### config.mk
export PLATFORM = sky130hd
export DESIGN_NAME = dm_master
export DESIGN_NICKNAME = d
export VERILOG_FILES = /design/src/rtl/dm_master_pkg.sv /design/src/rtl/dm_master_lane.sv /design/src/rtl/dm_master.sv
export SDC_FILE = /design/constraint.sdc
export NUM_CORES = 1
export LEC_CHECK = 0
export CORE_UTILIZATION = 35
export CTS_CLUSTER_DIAMETER = 80
export CTS_CLUSTER_SIZE = 28
export DETAILED_ROUTE_END_ITERATION = 10
export PLACE_DENSITY = 0.73
export RECOVER_POWER = 100
export SYNTH_ARGS = -nofsm -noshare
export SYNTH_HDL_FRONTEND = slang
export SYNTH_SLANG_ARGS = --single-unit
### constraint.sdc
create_clock -name clk -period 3.5 [get_ports clk]
set_input_delay 0.7 -clock clk [delete_from_list [all_inputs] [get_ports clk]]
set_output_delay 0.7 -clock clk [all_outputs]
set_load 0.01 [all_outputs]
### src/rtl/dm_master_pkg.sv
// Shared definitions for the data-memory master.
//   op_e      : CPU load/store operation encoding carried on req_op
//   state_e   : master FSM states
//   DEFAULT_ADDR_LIMIT : default exclusive upper bound of data memory
//   is_load / access_error : request classification helpers
package dm_master_pkg;

    localparam logic [31:0] DEFAULT_ADDR_LIMIT = 32'h0000_3000;

    typedef enum logic [2:0] {
        OpLw  = 3'd0,
        OpLh  = 3'd1,
        OpLhu = 3'd2,
        OpLb  = 3'd3,
        OpLbu = 3'd4,
        OpSw  = 3'd5,
        OpSh  = 3'd6,
        OpSb  = 3'd7
    } op_e;

    typedef enum logic [1:0] {
        StIdle   = 2'd0,
        StAccess = 2'd1,
        StWrite  = 2'd2,
        StResp   = 2'd3
    } state_e;

    function automatic logic is_load(op_e op);
        return (op == OpLw) || (op == OpLh) || (op == OpLhu) || (op == OpLb) || (op == OpLbu);
    endfunction

    // Out of range, or halfword/word not naturally aligned.
    function automatic logic access_error(op_e op, logic [31:0] addr, logic [31:0] limit);
        logic half, word;
        half = (op == OpLh) || (op == OpLhu) || (op == OpSh);
        word = (op == OpLw) || (op == OpSw);
        return (addr >= limit) || (half && addr[0]) || (word && (addr[1:0] != 2'b00));
    endfunction

endpackage

### src/rtl/dm_master_lane.sv
// Combinational byte-lane logic for the data-memory master.
// Ports:
//   op        : latched operation
//   lane      : byte offset within the word (addr[1:0])
//   rd        : word read from data memory
//   wlow      : low 16 bits of store data
//   load_data : lane extracted and sign/zero-extended for loads
//   merged    : rd with the addressed byte/halfword replaced for SB/SH
module dm_master_lane
    import dm_master_pkg::*;
(
    input  op_e         op,
    input  logic [1:0]  lane,
    input  logic [31:0] rd,
    input  logic [15:0] wlow,
    output logic [31:0] load_data,
    output logic [31:0] merged
);

    logic [15:0] sh;

    // Little-endian: shifting by lane*8 brings the addressed byte/half to bit 0.
    assign sh = 16'(rd >> {lane, 3'b000});

    always_comb begin
        load_data = '0;
        merged    = rd;
        unique case (op)
            OpLw:  load_data = rd;
            OpLh:  load_data = {{16{sh[15]}}, sh};
            OpLhu: load_data = {16'h0000, sh};
            OpLb:  load_data = {{24{sh[7]}}, sh[7:0]};
            OpLbu: load_data = {24'h00_0000, sh[7:0]};
            OpSw:  merged    = rd;
            OpSh: begin
                if (lane[1]) merged[31:16] = wlow;
                else         merged[15:0]  = wlow;
            end
            OpSb: begin
                unique case (lane)
                    2'd0: merged[7:0]   = wlow[7:0];
                    2'd1: merged[15:8]  = wlow[7:0];
                    2'd2: merged[23:16] = wlow[7:0];
                    2'd3: merged[31:24] = wlow[7:0];
                endcase
            end
        endcase
    end

endmodule

### src/rtl/dm_master.sv
// Data-memory master: accepts one CPU load/store at a time, performs it against a
// combinational-read word memory (read-modify-write for SB/SH) and returns a response.
// Ports:
//   clk, rst                 : clock, synchronous active-low reset
//   req_valid/ready/op/addr/wdata/pc : CPU request handshake and payload
//   resp_valid/ready/rdata/err       : response handshake, load data, error flag
//   dm_addr, dm_wd, dm_wr, dm_pc     : word address, write word, write strobe, latched PC
//   dm_rd                    : combinational read word at dm_addr
module dm_master
    import dm_master_pkg::*;
#(
    parameter logic [31:0] ADDR_LIMIT = DEFAULT_ADDR_LIMIT
) (
    input  logic        clk,
    input  logic        rst,
    input  logic        req_valid,
    output logic        req_ready,
    input  logic [2:0]  req_op,
    input  logic [31:0] req_addr,
    input  logic [31:0] req_wdata,
    input  logic [31:0] req_pc,
    output logic        resp_valid,
    input  logic        resp_ready,
    output logic [31:0] resp_rdata,
    output logic        resp_err,
    output logic [31:0] dm_addr,
    output logic [31:0] dm_wd,
    output logic        dm_wr,
    output logic [31:0] dm_pc,
    input  logic [31:0] dm_rd
);

    state_e      state_q;
    op_e         op_q;
    logic [31:0] addr_q;
    logic [31:0] wdata_q;
    logic [31:0] pc_q;
    logic [31:0] rdata_q;
    logic [31:0] merged_q;
    logic        err_q;

    op_e         op_in;
    logic        req_err;
    logic [31:0] load_data;
    logic [31:0] merged;
    logic        on_bus;

    assign op_in   = op_e'(req_op);
    assign req_err = access_error(op_in, req_addr, ADDR_LIMIT);

    dm_master_lane u_lane (
        .op        (op_q),
        .lane      (addr_q[1:0]),
        .rd        (dm_rd),
        .wlow      (wdata_q[15:0]),
        .load_data (load_data),
        .merged    (merged)
    );

    always_ff @(posedge clk) begin
        if (!rst) begin
            state_q  <= StIdle;
            op_q     <= OpLw;
            addr_q   <= '0;
            wdata_q  <= '0;
            pc_q     <= '0;
            rdata_q  <= '0;
            merged_q <= '0;
            err_q    <= 1'b0;
        end else begin
            unique case (state_q)
                StIdle: begin
                    if (req_valid) begin
                        op_q    <= op_in;
                        addr_q  <= req_addr;
                        wdata_q <= req_wdata;
                        pc_q    <= req_pc;
                        rdata_q <= '0;
                        err_q   <= req_err;
                        state_q <= req_err ? StResp : StAccess;
                    end
                end
                StAccess: begin
                    if (is_load(op_q)) begin
                        rdata_q <= load_data;
                        state_q <= StResp;
                    end else if (op_q == OpSw) begin
                        state_q <= StResp;
                    end else begin
                        merged_q <= merged;
                        state_q  <= StWrite;
                    end
                end
                StWrite: state_q <= StResp;
                StResp: begin
                    if (resp_ready) state_q <= StIdle;
                end
            endcase
        end
    end

    assign on_bus = (state_q == StAccess) || (state_q == StWrite);

    always_comb begin
        req_ready  = (state_q == StIdle);
        resp_valid = (state_q == StResp);
        resp_rdata = (state_q == StResp) ? rdata_q : '0;
        resp_err   = (state_q == StResp) && err_q;
        dm_addr    = on_bus ? {addr_q[31:2], 2'b00} : '0;
        dm_pc      = on_bus ? pc_q : '0;
        dm_wd      = '0;
        dm_wr      = 1'b0;
        if (state_q == StAccess && op_q == OpSw) begin
            dm_wd = wdata_q;
            dm_wr = rst;
        end else if (state_q == StWrite) begin
            dm_wd = merged_q;
            dm_wr = rst;
        end
    end

endmodule

Yosys cells after proc, flatten, opt, wreduce, memory -nomap -nowiden
Cells that the tools add are included.

operators by class
  add/subtract/negate cells = 0
  $mul = 0
  divide/modulo/power cells = 0
  $lt $le $gt $ge = 1
  eq/ne operators = 20
  shift-type cells = 1
  mux-type cells = 24
  bitwise logic cells = 2
  reduce and logical (&&, ||, !) cells = 24

operators with widths
  cell                                                                  count
  two-way mux 32 bit                                                    7
  one-hot mux 32 bit (5 select lines)                                   1
  one-hot mux 32 bit (2 select lines)                                   2
  greater-or-equal comparator 32 x 14 -> 1 bit (second input constant)  1
  two-way mux 16 bit                                                    2
  two-way mux 8 bit                                                     4
  >> shifter 32 x 5 -> 16 bit                                           1
  equality test 3 bit (second input constant)                           6
  logical OR 1 bit                                                      10
  equality test 3 x 2 -> 1 bit (second input constant)                  3
  equality test 2 bit (second input constant)                           4
  one-hot mux 2 bit (4 select lines)                                    1
  equality test 3 x 1 -> 1 bit (second input constant)                  2
  logical NOT 3 bit                                                     2
  two-way mux 2 bit                                                     3
  AND reduction 3 bit                                                   2
  equality test 2 x 1 -> 1 bit (second input constant)                  2
  logical AND 1 bit                                                     4
  logical NOT 2 bit                                                     2
  two-way mux 1 bit                                                     4
  inequality test 2 bit (second input constant)                         2
  AND reduction 2 bit                                                   2
  nonzero test 2 bit                                                    2
  inequality test 2 x 1 -> 1 bit (second input constant)                1
  inverter 1 bit                                                        2

storage, ports and cells
  register bits after elaboration = 166
  latch bits = 0
  RAM bits = 0
  bits in read-only memories = 0
  input port bits = 135
  output and inout port bits = 132
  word-level logic and storage cells = 80
  memories = 0

Logic depth before layout (Yosys ltp)
Gate-level depths: netlist (run 1).

  depth after elaboration = 9
  depth in mapped cells = 9

By module
From an unflattened synthesis (run 1), not the netlist that was laid out.

second synthesis, totals
  cell total of the unflattened synthesis = 1180
  area, all modules = 9115.0 µm²

modules (own cells, without submodules)
  module          instances  cells an instance  area each (µm²)
  dm_master       1          964                7671.1
  dm_master_lane  1          216                1443.9

Worst setup path after synthesis (run 1)
OpenSTA, ideal clock, no wires.

  path kind = flip-flop to output port
  start = register state_q[1]
  end = output dm_wr
  data arrival time = 1.621 ns
  required time = 2.800 ns
  setup slack = 1.179 ns
  cell stages (with the launch flop) = 9
  cells stage by stage = dfxtp_1 -> inv_1 -> ha_1 -> clkbuf_1 -> and4_1 -> buf_2 -> clkbuf_1 -> nor2_1 -> nor2_1

between the ends
  cells in the longest elaborated chain, start to end = 3

RTL lines
  item                                                                        RTL line                            RTL
  from (decl)                                                                 dm_master.sv:33                     state_e state_q;
  from (signal assigned)                                                      dm_master.sv:62                     state_q <= StIdle;
  from (signal assigned)                                                      dm_master.sv:80                     state_q <= req_err ? StResp : StAccess;
  from (signal assigned)                                                      dm_master.sv:86                     state_q <= StResp;
  equality test 2 bit / equality test 2 x 1 -> 1 bit (equally long branches)  dm_master.sv:116, dm_master.sv:113
  two-way mux 1 bit / logical AND 1 bit (equally long branches)               dm_master.sv:116, dm_master.sv:113
  two-way mux 1 bit *                                                         dm_master.sv:113                    if (state_q == StAccess && op_q == OpSw) begin
  to (decl)                                                                   dm_master.sv:28                     output logic dm_wr,

Every way passes the cells marked *; elsewhere a longest branch is shown, timed or not.

Final worst setup path (run 1)
  start = register state_q[1]
  end = output dm_wd[26]

between the ends
  cells in the longest elaborated chain, start to end = 3

RTL lines
  item                                                                        RTL line                            RTL
  equality test 2 bit / equality test 2 x 1 -> 1 bit (equally long branches)  dm_master.sv:116, dm_master.sv:113
  two-way mux 32 bit / logical AND 1 bit (equally long branches)              dm_master.sv:116, dm_master.sv:113
  two-way mux 32 bit *                                                        dm_master.sv:113
  to (decl)                                                                   dm_master.sv:27                     output logic [31:0] dm_wd,

Marks and branches as above.

==> flow_summary.toml, run 1 <==
[floorplanning]
die_y_um = 159
coreArea_um2 = 23800
num_io_pins = 267
rows = 56
start_util_pct = 36.2
die_w_um = 159
die_area_um2 = 25200

[final_layout]
antenna_cells = 0
final_cell_mix = "298 x nand2_1, 196 x clkdlybuf4s50_1, 165 x dfxtp_1"
area_growth_pct = 39.0
mostFrequentLayoutCell = "nand2_1"
nFillCells = 2285
postLayoutCoreUtil_pct = 50.3
nets = 1481
drive_gt1_share_pct = 5.83

[cts]
numCtsBuffers = 17
cts_root_buf = "clkbuf_16"
clock_latency_ns = 0.44
clk_pin_slew_ns = 0.07
tritoncts = "built"
htreeDepth = 4
postCtsSetupRepairBufs = 0
cts_max_path_buffers = 2
cts_sinks = 166

[power]
power.switching_mw = 2.56
leakagePower_nw = 4.41
cellPowerDensity_nw_per_um2 = 556
intPower_mw = 4.07
switching_share_pct = 38.6
irDropWorstVdd_mv = 0.430
p_clk_share_pct = 28.0
seq_power_share_pct = 36.3
pwr-share-comb_pct = 35.7

[grt]
overflow = 0
grt_pass1_wl_mm = 46.4
antenna_found_initial = 0
grt_util_all_layers_pct = 23.2
grt_pass1_vias = 8383
grt_max_degree = 85

[hold_path]
hp-start = "pc_q[27]"
worstHoldPathCells = 2
min_path_type = "flop to flop"

[synth]
synthArstFlopShare_pct = 0
synthesis.area_um2 = 8590
synth_top_area_share_pct = 38.7
synth_edf_count = 0
syn_inst = 1132
synthDistinctLibCells = 62
avgSynthCellArea_um2 = 7.59
synth-seq-area-share_pct = 38.7
ys_top_cells_by_area = "dfxtp_1 39%, nand2_1 13%, a21oi_1 7.9%"
yosys.area.top_type = "dfxtp_1"
yosysWarnings = 0
ys_ff_latch = 166
synthFlopType = "dfxtp_1"

[drt]
postRouteWirelength_mm = 29.8
drtIter0Drc = 553
drt_first_pass_iters = 6
wl_per_cell_um = 17.8
vias = 8952
vias_per_cell = 5.35
postRouteAntennaNets = 0
route.detailed.drc = 0

[critical_path]
cp_slowest_cell = "clkdlybuf4s50_1"
worstPathBufferInverterCount = 3
required_ns = 2.80
cp_slowest_stage_delay_ns = 0.56
worstSetupStartpoint = "state_q[1]"
cp_max_fo = 12
crit_path_start_kind = "flop"
crit_chain = "inv_1 -> ha_2 -> and4_4 -> clkbuf_2 -> nand2_1 -> o21ai_0 -> clkdlybuf4s50_1"
r2r_start = "state_q[0]"
path_depth = 7
cp.arrival_ns = 2.56
critPathTopFamily = "buffers and inverters"
r2r_cells = 6
crit_path_end_kind = "output pin"
critPathKind = "flop to output pin"

[run_status]
status = "finished, violations left"
violations = "max-capacitance violations, max-slew violations"

[timing]
period_needed_ns = 3.26
finalMaxSlewViolations = 220
fmax_ghz = 0.307
max_slew.worst_pin.slew_ns = 1.73
tns_ns = 0
finalSetupViolations = 0
clock_skew_ns = 0.0101
slew_headroom_pct = -15.1
fin_ws_ns = 0.241
rsz0062_at_grt = "false"
final_hold_viol_count = 0
finalCritPeriodShare_pct = 93.1

[placement]
dp_hpwl_mm = 21.0
place_congestion = 0.892
pre_cts_ws_ns = 0.532
io_buffers = 264

[flow_run]
drv_cap = 3
==> path summary, 6_finish.rpt <==
kind / end / slack [ns]
worst max register to register: pc_q[1] / 0.45
worst min-delay path: pc_q[27] / 0.45
worst min register to register: pc_q[27] / 0.45
worst max-delay path: dm_wd[26] / 0.24
==> what timing repair did <==
item / in CTS / in global routing
setup endpoints to repair: 0 / 25
resized for setup: 0 / 2
hold buffers: 0 / 0
==> logic make-up (layout without fill, tap and decap cells) <==
group                    after synthesis  count (layout)  share of synthesized area [%]
other                                  1               2                         0.0436
adder cells (fa/ha/maj)                5               5                          0.699
buffers and inverters                112             333                           5.76
multiplexers                          47              47                           6.07
flip-flops                           166             166                           38.7
XOR/XNOR                               1               1                          0.102
AND/OR/NAND/NOR                      492             493                           26.2
AO/OA/AOI/OAI                        308             308                           22.5
==> power by group through the flow <==
stage,clock [mW],sequential (mW),combinational [mW]
global route,1.98,2.45,2.62
global placement,0,2.43,2.37
floorplan,0,2.34,1.63
CTS,1.89,2.40,2.41
finish,1.86,2.41,2.37
detailed placement,0,2.45,2.40
==> metrics by stage <==
step	std cells	area (um2)	hold slack (ns)	power (mW)
floorplan	1133	8600	0.432	3.97
global placement	1641	11400	0.437	4.81
detailed placement	1641	11400	0.442	4.84
CTS	1673	12000	0.451	6.71
global route	1674	11900	0.472	7.05
finish	1674	11900	0.452	6.64
==> layout make-up <==
class	count	area, um2	area share, %
Multi-Input combinational cell	856	4800	40.2
Sequential cell	166	3320	27.8
Inverter	14	55.1	0.461
Clock buffer	19	443	3.71
Timing Repair Buffer	287	2800	23.4
Tap cell	319	399	3.34
Clock inverter	13	129	1.08
==> synthesized netlist by cell type, types with 2 or more instances <==
master / number
and3_1: 3
a22oi_1: 17
buf_1: 4
a222oi_1: 8
ha_1: 4
a311oi_1: 7
o22ai_1: 9
nand2_1: 299
buf_2: 15
and2_1: 96
nor2b_1: 6
inv_1: 13
mux4_2: 4
a211oi_1: 27
clkbuf_1: 69
nand3_1: 10
nand3b_1: 2
nor3_1: 2
o22a_1: 9
buf_4: 5
a22o_1: 6
mux2i_1: 42
nand2b_1: 13
nor4_1: 4
a221oi_1: 7
a21oi_1: 135
o21ai_0: 55
buf_6: 5
o221a_2: 7
o211ai_1: 7
nor2_1: 45
o221ai_1: 2
dfxtp_1: 166
==> routing by layer <==
metal  routed length (um)  track usage, %
met1                12500            29.4
met2                13900            36.9
met3                 2770            7.45
met4                  691            7.81
met5                    0               0
==> flip-flops by register name, summed over array words and instances (netlist names) <==
name	cells
wdata_q	32
op_q	3
state_q	2
pc_q	32
addr_q	32
err_q	1
merged_q	32
rdata_q	32
==> worst reg2reg max path: cells and delay by family, from the launching register on <==
kind | cells | cell delay [ns]
AO/OA/AOI/OAI | 1 | 0.20
adder cells (fa/ha/maj) | 1 | 0.37
buffers and inverters | 2 | 1.37
flip-flops | 1 | 0.35
AND/OR/NAND/NOR | 2 | 0.71
Power figures use the tool's default switching activity.
==> inputs of run 2 (changes only) <==
--- a/config.mk
+++ b/config.mk
@@ -5,11 +5,11 @@
 export SDC_FILE = /design/constraint.sdc
 export NUM_CORES = 1
 export LEC_CHECK = 0
-export CORE_UTILIZATION = 35
+export CORE_UTILIZATION = 51
 export CTS_CLUSTER_DIAMETER = 80
 export CTS_CLUSTER_SIZE = 28
 export DETAILED_ROUTE_END_ITERATION = 10
-export PLACE_DENSITY = 0.73
+export PLACE_DENSITY = 0.95
 export RECOVER_POWER = 100
 export SYNTH_ARGS = -nofsm -noshare
 export SYNTH_HDL_FRONTEND = slang
==> run 2 against run 1 <==
- the run still ends with max-capacitance violations, max-slew violations left
- critical path depth stayed put
- core utilization is 21 points higher
- total power is 0.45% higher
- design area is 0.76% lower
- cell count is 5.9% lower
- register-to-register slack worse by 0.09 ns
- clock power hardly changed
- clock-buffer cell count is 1 higher
- non-clock buffer count stayed put
- largest cell class unchanged
- highest routed layer unchanged
==> flow_summary.toml, run 2 (synthesis results as in run 1) <==
[run_status]
status = "finished, violations left"
violations = "max-capacitance violations, max-slew violations"

[cts]
cts_hold_buf = 0
htreeDepth = 4
clk_pin_slew_ns = 0.07
clock_latency_ns = 0.43
tritoncts = "built"
cts.repair.resized = 0
numCtsBuffers = 17
cts_sinks = 166
cts_root_buf = "clkbuf_16"
cts_max_path_buffers = 2
postCtsSetupRepairBufs = 0

[placement]
place_congestion = 0.921
dp_hpwl_mm = 20.1
post_dp_cell_area_um2 = 11300
io_buffers = 264

[power]
p_clk_share_pct = 27.7
power_mw = 6.67
cellPowerDensity_nw_per_um2 = 562
pwr-share-comb_pct = 35.9
irDropWorstVdd_mv = 0.422
seq_power_share_pct = 36.3
power.switching_mw = 2.50
switching_share_pct = 37.5
leakagePower_nw = 4.42
intPower_mw = 4.17

[hold_path]
min_path_type = "flop to flop"
hp-start = "addr_q[19]"
holdPathEnd = "addr_q[19]"
worstHoldPathCells = 2

[critical_path]
regToRegEndpoint = "addr_q[22]"
cp_slowest_stage_delay_ns = 0.64
r2r_cells = 6
cp.arrival_ns = 2.64
r2r_start = "state_q[0]"
crit_path_end_kind = "output pin"
rrSetupSlack_ns = 0.36
crit_chain = "inv_1 -> ha_1 -> and4_4 -> buf_12 -> nand2_1 -> o21ai_0 -> dlygate4sd3_1"
required_ns = 2.80
critPathTopFamily = "buffers and inverters"
worstPathBufferInverterCount = 3
crit_path_start_kind = "flop"
cp_slowest_cell = "dlygate4sd3_1"
cp_max_fo = 44
critPathKind = "flop to output pin"

[timing]
finalMaxSlewViolations = 107
finalSetupViolations = 0
holdWs_ns = 0.452
clock_skew_ns = 0.00836
period_needed_ns = 3.34
tns_ns = 0
max_slew.worst_pin.slew_ns = 1.82
final_hold_viol_count = 0
finalCritPeriodShare_pct = 95.5
slew_headroom_pct = -21.6
fmax_ghz = 0.299
rsz0062_at_grt = "false"

[floorplanning]
num_io_pins = 267
die_w_um = 132
rows = 47
die_area_um2 = 17400
start_util_pct = 52.0
coreArea_um2 = 16500
die_y_um = 132

[drt]
wl_met2_mm = 13.5
vias = 9258
highest_layer = "met4"
drt_first_pass_iters = 6
vias_per_cell = 5.88
route.detailed.drc = 0
wl_met3_mm = 3.09
postRouteWirelength_mm = 28.7
postRouteAntennaNets = 0
drtIter0Drc = 1055
met1_length_mm = 10.7
wl_per_cell_um = 18.2

[final_layout]
area_growth_pct = 38.0
nFillCells = 1236
drive_gt1_share_pct = 5.83
final_cell_mix = "298 x nand2_1, 188 x clkdlybuf4s50_1, 165 x dfxtp_1"
stdcell_area_um2 = 11900
mostFrequentLayoutCell = "nand2_1"
nets = 1480
postLayoutCoreUtil_pct = 71.8

[grt]
antenna_found_initial = 1
grt_max_degree = 75
grt_util_all_layers_pct = 32.5
grt_pass1_vias = 8635
grt_pass1_wl_mm = 44.6
overflow = 0

[flow_run]
drv_cap = 2
==> run 2: changes by cell type in the layout (fill, tap and decap cells not counted), moves of 3 or more <==
cell / before / now
and2_0: 48 / 51
clkinvlp_4: 0 / 5
dlygate4sd3_1: 68 / 76
inv_8: 6 / 0
clkdlybuf4s50_1: 196 / 188
==> run 2: worst min-delay path, delay by kind of cell, from the launching register on <==
family	cells	cell delay (ns)
DFF	1	0.31
and+or+nand+nor	1	0.05
AOI/OAI and AO/OA	1	0.05
==> run 2: worst max-delay path by stage <==
stage | endpoint | cells past startpoint | startpoint
final | dm_wd[22] | 7 | state_q[1]
after global routing | dm_wd[28] | 7 | state_q[1]
after CTS | dm_wr | 7 | state_q[1]
after detailed placement | dm_wr | 7 | state_q[1]
after global placement | dm_wr | 7 | state_q[1]
after floorplan | dm_wr | 8 | state_q[1]
==> run 2: through the flow <==
stage / worst slack [ns] / instances
global route: 0.0438 / 1575
floorplan: 1.18 / 1133
CTS: 0.0500 / 1574
finish: 0.157 / 1575
global placement: 0.625 / 1542
detailed placement: 0.519 / 1542
==> run 2: per-layer routing <==
layer  up-vias  global-route usage [%]
li1       4302                       -
met1      4263                    38.7
met2       586                    53.7
met3       107                    7.80
met4         0                    18.3
met5         -                       0
==> run 2: final cells by class <==
cell class	instances	area, um2	area share, %
multi-input combinational	855	4790	40.4
sequential	166	3320	28.0
timing repair buffer	287	2830	23.9
clock buffer	20	467	3.94
tap	220	275	2.32
clock inverter	12	116	0.981
inverter	14	53.8	0.454
antenna	1	2.50	0.0211
==> run 2: power groups by stage <==
stage          sequential (mW)  combinational, mW  clock, mW
6_report                  2.42               2.39       1.85
3_5_place_dp              2.45               2.39          0
4_1_cts                   2.41               2.41       1.87
5_1_grt                   2.45               2.61       1.94
3_3_place_gp              2.43               2.33          0
2_1_floorplan             2.34               1.63          0
